`src/rtl/fetch_unit.sv`:
```
// -----------------------------------------------------------------------------
// fetch_unit
// Instruction fetch front end. Issues word-aligned requests to instruction
// memory, buffers up to two returned words (with their addresses) in a small
// FIFO, and presents the oldest one to decode. Handles control-flow redirects
// and a permanent halt, including the case where a memory request is already
// outstanding and must be completed before the fetch stream can change.
//
// Ports
//   clk          : clock, all state updates on the rising edge
//   rst          : asynchronous active-high reset
//   imem_req     : request to instruction memory
//   imem_addr    : word-aligned request address
//   imem_ready   : memory completes the request this cycle, imem_rdata valid
//   imem_rdata   : returned instruction word
//   inst_valid   : FIFO head is available to decode
//   inst         : FIFO head instruction
//   inst_pc      : FIFO head address
//   inst_ready   : decode accepts the head this cycle
//   redirect     : taken branch/jump, flush and refetch from redirect_pc
//   redirect_pc  : new fetch address (low two bits ignored)
//   halt         : stop fetching until reset
// -----------------------------------------------------------------------------
module fetch_unit #(
    parameter logic [31:0] RESET_PC = 32'h0000_0000
) (
    input  logic        clk,
    input  logic        rst,
    output logic        imem_req,
    output logic [31:0] imem_addr,
    input  logic        imem_ready,
    input  logic [31:0] imem_rdata,
    output logic        inst_valid,
    output logic [31:0] inst,
    output logic [31:0] inst_pc,
    input  logic        inst_ready,
    input  logic        redirect,
    input  logic [31:0] redirect_pc,
    input  logic        halt
);

    typedef enum logic [1:0] {
        ST_FETCH = 2'd0,
        ST_KILL  = 2'd1,
        ST_HALT  = 2'd2
    } state_t;

    state_t      state_q, state_d;
    logic [31:0] fetch_pc_q, fetch_pc_d;
    logic [31:0] kill_addr_q, kill_addr_d;
    logic        halt_lat_q, halt_lat_d;
    logic [1:0]  count_q, count_d;
    logic [31:0] fifo_pc_q   [2];
    logic [31:0] fifo_pc_d   [2];
    logic [31:0] fifo_inst_q [2];
    logic [31:0] fifo_inst_d [2];

    logic        req_s;
    logic [31:0] addr_s;
    logic        hs_s;
    logic        pending_s;
    logic        pop_s;
    logic [1:0]  cnt_pop_s;
    logic [31:0] redirect_aligned_s;

    // Request generation from the current state; reset masks it immediately
    // so an in-flight request is abandoned without waiting for a handshake.
    always_comb begin
        req_s  = 1'b0;
        addr_s = fetch_pc_q;
        case (state_q)
            ST_FETCH: begin
                req_s  = (count_q < 2'd2);
                addr_s = fetch_pc_q;
            end
            ST_KILL: begin
                req_s  = 1'b1;
                addr_s = kill_addr_q;
            end
            ST_HALT: begin
                req_s  = 1'b0;
                addr_s = fetch_pc_q;
            end
            default: begin
                req_s  = 1'b0;
                addr_s = fetch_pc_q;
            end
        endcase
    end

    assign imem_req           = req_s & ~rst;
    assign imem_addr          = addr_s;
    assign inst_valid         = (count_q != 2'd0) && (state_q != ST_HALT);
    assign inst               = fifo_inst_q[0];
    assign inst_pc            = fifo_pc_q[0];
    assign hs_s               = req_s & imem_ready;
    assign pending_s          = req_s & ~imem_ready;
    assign pop_s              = inst_valid & inst_ready;
    assign redirect_aligned_s = redirect_pc & 32'hFFFF_FFFC;

    // Next-state, fetch PC and FIFO update.
    always_comb begin
        state_d        = state_q;
        fetch_pc_d     = fetch_pc_q;
        kill_addr_d    = kill_addr_q;
        halt_lat_d     = halt_lat_q;
        count_d        = count_q;
        fifo_pc_d[0]   = fifo_pc_q[0];
        fifo_pc_d[1]   = fifo_pc_q[1];
        fifo_inst_d[0] = fifo_inst_q[0];
        fifo_inst_d[1] = fifo_inst_q[1];
        cnt_pop_s      = count_q;
        case (state_q)
            ST_FETCH: begin
                if (halt) begin
                    // Halt wins over a same-cycle redirect.
                    count_d = 2'd0;
                    if (pending_s) begin
                        halt_lat_d  = 1'b1;
                        kill_addr_d = fetch_pc_q;
                        state_d     = ST_KILL;
                    end else begin
                        state_d = ST_HALT;
                    end
                end else if (redirect) begin
                    // Flush beats a same-cycle pop; any response this cycle is dropped.
                    count_d    = 2'd0;
                    fetch_pc_d = redirect_aligned_s;
                    if (pending_s) begin
                        kill_addr_d = fetch_pc_q;
                        state_d     = ST_KILL;
                    end else begin
                        state_d = ST_FETCH;
                    end
                end else begin
                    if (pop_s) begin
                        cnt_pop_s      = count_q - 2'd1;
                        fifo_pc_d[0]   = fifo_pc_q[1];
                        fifo_inst_d[0] = fifo_inst_q[1];
                    end else begin
                        cnt_pop_s = count_q;
                    end
                    // A push only happens when count < 2, so after the pop
                    // the write slot index is 0 or 1.
                    if (hs_s) begin
                        fifo_pc_d[cnt_pop_s[0]]   = fetch_pc_q;
                        fifo_inst_d[cnt_pop_s[0]] = imem_rdata;
                        fetch_pc_d                = fetch_pc_q + 32'd4;
                        count_d                   = cnt_pop_s + 2'd1;
                    end else begin
                        count_d = cnt_pop_s;
                    end
                end
            end
            ST_KILL: begin
                count_d = 2'd0;
                if (halt) begin
                    halt_lat_d = 1'b1;
                end else begin
                    halt_lat_d = halt_lat_q;
                end
                if (redirect) begin
                    fetch_pc_d = redirect_aligned_s;
                end else begin
                    fetch_pc_d = fetch_pc_q;
                end
                if (imem_ready) begin
                    state_d = (halt_lat_q || halt) ? ST_HALT : ST_FETCH;
                end else begin
                    state_d = ST_KILL;
                end
            end
            ST_HALT: begin
                count_d = 2'd0;
                state_d = ST_HALT;
            end
            default: begin
                count_d = 2'd0;
                state_d = ST_FETCH;
            end
        endcase
    end

    // State registers with asynchronous reset.
    always_ff @(posedge clk or posedge rst) begin
        if (rst) begin
            state_q        <= ST_FETCH;
            fetch_pc_q     <= RESET_PC;
            kill_addr_q    <= 32'h0000_0000;
            halt_lat_q     <= 1'b0;
            count_q        <= 2'd0;
            fifo_pc_q[0]   <= 32'h0000_0000;
            fifo_pc_q[1]   <= 32'h0000_0000;
            fifo_inst_q[0] <= 32'h0000_0000;
            fifo_inst_q[1] <= 32'h0000_0000;
        end else begin
            state_q        <= state_d;
            fetch_pc_q     <= fetch_pc_d;
            kill_addr_q    <= kill_addr_d;
            halt_lat_q     <= halt_lat_d;
            count_q        <= count_d;
            fifo_pc_q[0]   <= fifo_pc_d[0];
            fifo_pc_q[1]   <= fifo_pc_d[1];
            fifo_inst_q[0] <= fifo_inst_d[0];
            fifo_inst_q[1] <= fifo_inst_d[1];
        end
    end

endmodule

```
`config.mk`:
```
export PLATFORM = sky130hd
export DESIGN_NAME = fetch_unit
export DESIGN_NICKNAME = d
export VERILOG_FILES = /design/src/rtl/fetch_unit.sv
export SDC_FILE = /design/constraint.sdc
export NUM_CORES = 1
export LEC_CHECK = 0
export ABC_AREA = 0
export ABC_CLOCK_PERIOD_IN_PS = 7900
export CORE_ASPECT_RATIO = 1.4
export CORE_UTILIZATION = 40
export DETAILED_ROUTE_END_ITERATION = 12
export GPL_ROUTABILITY_DRIVEN = 0
export PLACE_DENSITY = 0.72
export SKIP_LAST_GASP = 1
export SLEW_MARGIN = 10
export SYNTH_ARGS = -nofsm -noshare
export SYNTH_HDL_FRONTEND = slang
export SYNTH_SLANG_ARGS = --single-unit
```
`constraint.sdc`:
```
create_clock -name clk -period 7.9 [get_ports clk]
set_input_delay 1.975 -clock clk [delete_from_list [all_inputs] [get_ports clk]]
set_output_delay 1.975 -clock clk [all_outputs]
set_load 0.05 [all_outputs]
```
==> results.cfg <==
[run_status]
status = completed

[power_and_ir_drop]
p_clk_frac = 0.177
pwr-share-comb = 0.481
p_sw_mw = 2.22
p_per_area_nw_per_um2 = 444
power.internal_mw = 2.80
peakVddDrop_v = 0.000235
power_leakage_nw = 4.82
power_frac_seq = 0.342
switching_share = 0.443

[clocking]
hold_buffers = 0
clock_latency_ns = 0.45
post-cts-setup-buffers = 0
cts_buffer_depth = 2
cts_max_level = 4
root_buffer = clkbuf_16
cts_inserted_buffers = 17
cts_tree = done
clk_pin_slew_ns = 0.07
cts_sinks = 191
post_cts_resized = 0

[sta]
fin_crit_ns = 5.52
tightestPinTransition_ns = 1.13
drv_slew = 0
fin_setup_tns_ns = 0
hold_ws_ns = 0.487
setup_violations = 0
maxSlewHeadroom = 0.247
fin_crit_sh = 0.699
hold_viol = 0
rsz0062_at_grt = false
final.setup_skew_ns = 0.0106
clock.fmax_ghz = 0.181

[synthesis]
netlist_area_um2 = 9470
synthFlopType = dfrtp_1
synth_area_leaders = dfrtp_1, mux2_1, mux2_2
synth_top_area_share = 0.505
yosysWarningCount = 0
synth_commonest_cells = dfrtp_1, buf_4, and2_1
syn_inst = 811
yosysTopAreaCell = dfrtp_1
synth_seq_cells = 191
synthArstFlopShare = 1.00
yosysMostFrequentCell = dfrtp_1
syn_avg_cell_area_um2 = 11.7
yosysUniqueCellTypes = 62
synth_edf_count = 0
yosysSeqAreaShare = 0.505

[layout]
antenna_cells = 0
final_util = 0.488
fin_nets = 938
drive_above_1_share = 0.138
fin_cells = 1185
area_delta_synth_final_pct = 19.6

[critical_path]
worst-path-max-fanout = 2
crit_type = in2out
worstPathRequired_ns = 5.93
startpoint_type = input port
worstSetupStartpoint = rst
end_kind = output pin
reg2reg_from = count_q[1]
crit_arrival_ns = 3.54

[place]
dpl.cell_count = 1153
dp_hpwl_mm = 14.0
io_buffers = 163

[floorplan]
rows = 66
dieWidth_um = 132
coreArea_um2 = 23200
die-height_um = 184
ioPinCount = 168
die_area_um2 = 24300
start_util = 0.408

[grt]
grt_max_degree = 132
grt_use_met2 = 0.314
grt_overflow = 0
grt_pass1_vias = 6665
antenna_found_initial = 0
grt_pass1_wl_mm = 36.0
met3_usage = 0.0353
grt.busiest_layer = met2
met1_usage = 0.247
grtUsageTotal = 0.190

[drt]
vias = 6578
dr.pass1.iters = 5
first_iter_violations = 459
vias_per_cell = 5.55
post_drt_wl_per_cell_um = 18.6
wirelength_mm = 22.0
antenna_left = 0
drc = 0

[worst_hold_path]
hold_class = reg2reg
min_from = halt_lat_q

[run]
max_cap_viol_count = 0
-- cell usage in the layout (no fill, tap or decap), types with 7 or more instances in the layout --
master / n
nand2_1: 25
a2bb2oi_1: 9
mux2_2: 60
o22ai_1: 8
nor2_1: 15
clkbuf_16: 17
a221o_1: 62
o21ai_0: 17
and2_1: 66
mux2_1: 60
dfrtp_1: 191
buf_4: 8
nand3_1: 20
clkdlybuf4s50_1: 163
nor3_1: 12
and3_1: 10
nand4_1: 11
or3_1: 7
a21oi_1: 27
-- area by class of cell --
class	instances	area [um^2]
Clock buffer	17	425
Multi-Input combinational cell	477	3830
Tap cell	306	383
Clock inverter	15	171
Sequential cell	191	4780
Timing Repair Buffer	171	1690
Inverter	8	37.5
Fill cell	2075	11900
-- metal layers --
layer / share of wire / wire (um)
met1: 0.44 / 9700
met2: 0.49 / 10800
met3: 0.048 / 1050
met4: 0.021 / 471
met5: 0 / 0
-- state kept, by name, indices dropped and copies added, names as in the netlist, 2 cells and up --
signal	cells
kill_addr_q	30
inst_pc	32
count_q	2
inst	32
fifo_pc_q	30
fifo_inst_q	32
state_q	2
fetch_pc_q	30
-- through the flow --
stage	instance area, um^2	setup slack [ns]	total power, mW
6_report	11300	2.38	5.02
4_1_cts	11300	2.37	5.07
5_1_grt	11300	2.29	5.29
3_3_place_gp	10700	2.41	4.10
3_5_place_dp	10700	2.37	4.15
2_1_floorplan	9470	0.726	3.62
-- worst paths after layout --
check                      depth (start not counted)              end  slack [ns]
hold reg to reg                                    1       halt_lat_q        0.49
hold / removal                                     1       halt_lat_q        0.49
min in group asynchronous                          2    fifo_pc_q[27]        2.19
max in group asynchronous                          3     fifo_pc_q[9]        4.37
setup reg to reg                                   7  fifo_inst_q[31]        5.00
setup / recovery                                   3         imem_req        2.38
-- worst max-delay path, cell delays in order --
cell and delay [ns]:
clkdlybuf4s50_1 0.52, nor3_1 0.22, clkdlybuf4s50_1 0.83
-- power by group through the flow --
stage	combinational, mW	clock [mW]	sequential (mW)
floorplan	2.08	0	1.53
global placement	2.39	0	1.71
detailed placement	2.42	0	1.73
CTS	2.43	0.917	1.72
global route	2.55	0.952	1.79
finish	2.41	0.890	1.72
-- cell families (layout without fill, tap and decap cells) --
logic type               after synthesis  count (layout)  synth area share
other                                  1               2          0.000396
AND/OR/NAND/NOR                      191             191             0.119
multiplexers                         120             120             0.143
flip-flops                           191             191             0.505
adder cells (fa/ha/maj)                2               2           0.00264
XOR/XNOR                               4               4           0.00370
buffers and inverters                144             211            0.0929
AO/OA/AOI/OAI                        158             158             0.134
Note: power is estimated with default switching activity, not from simulation.
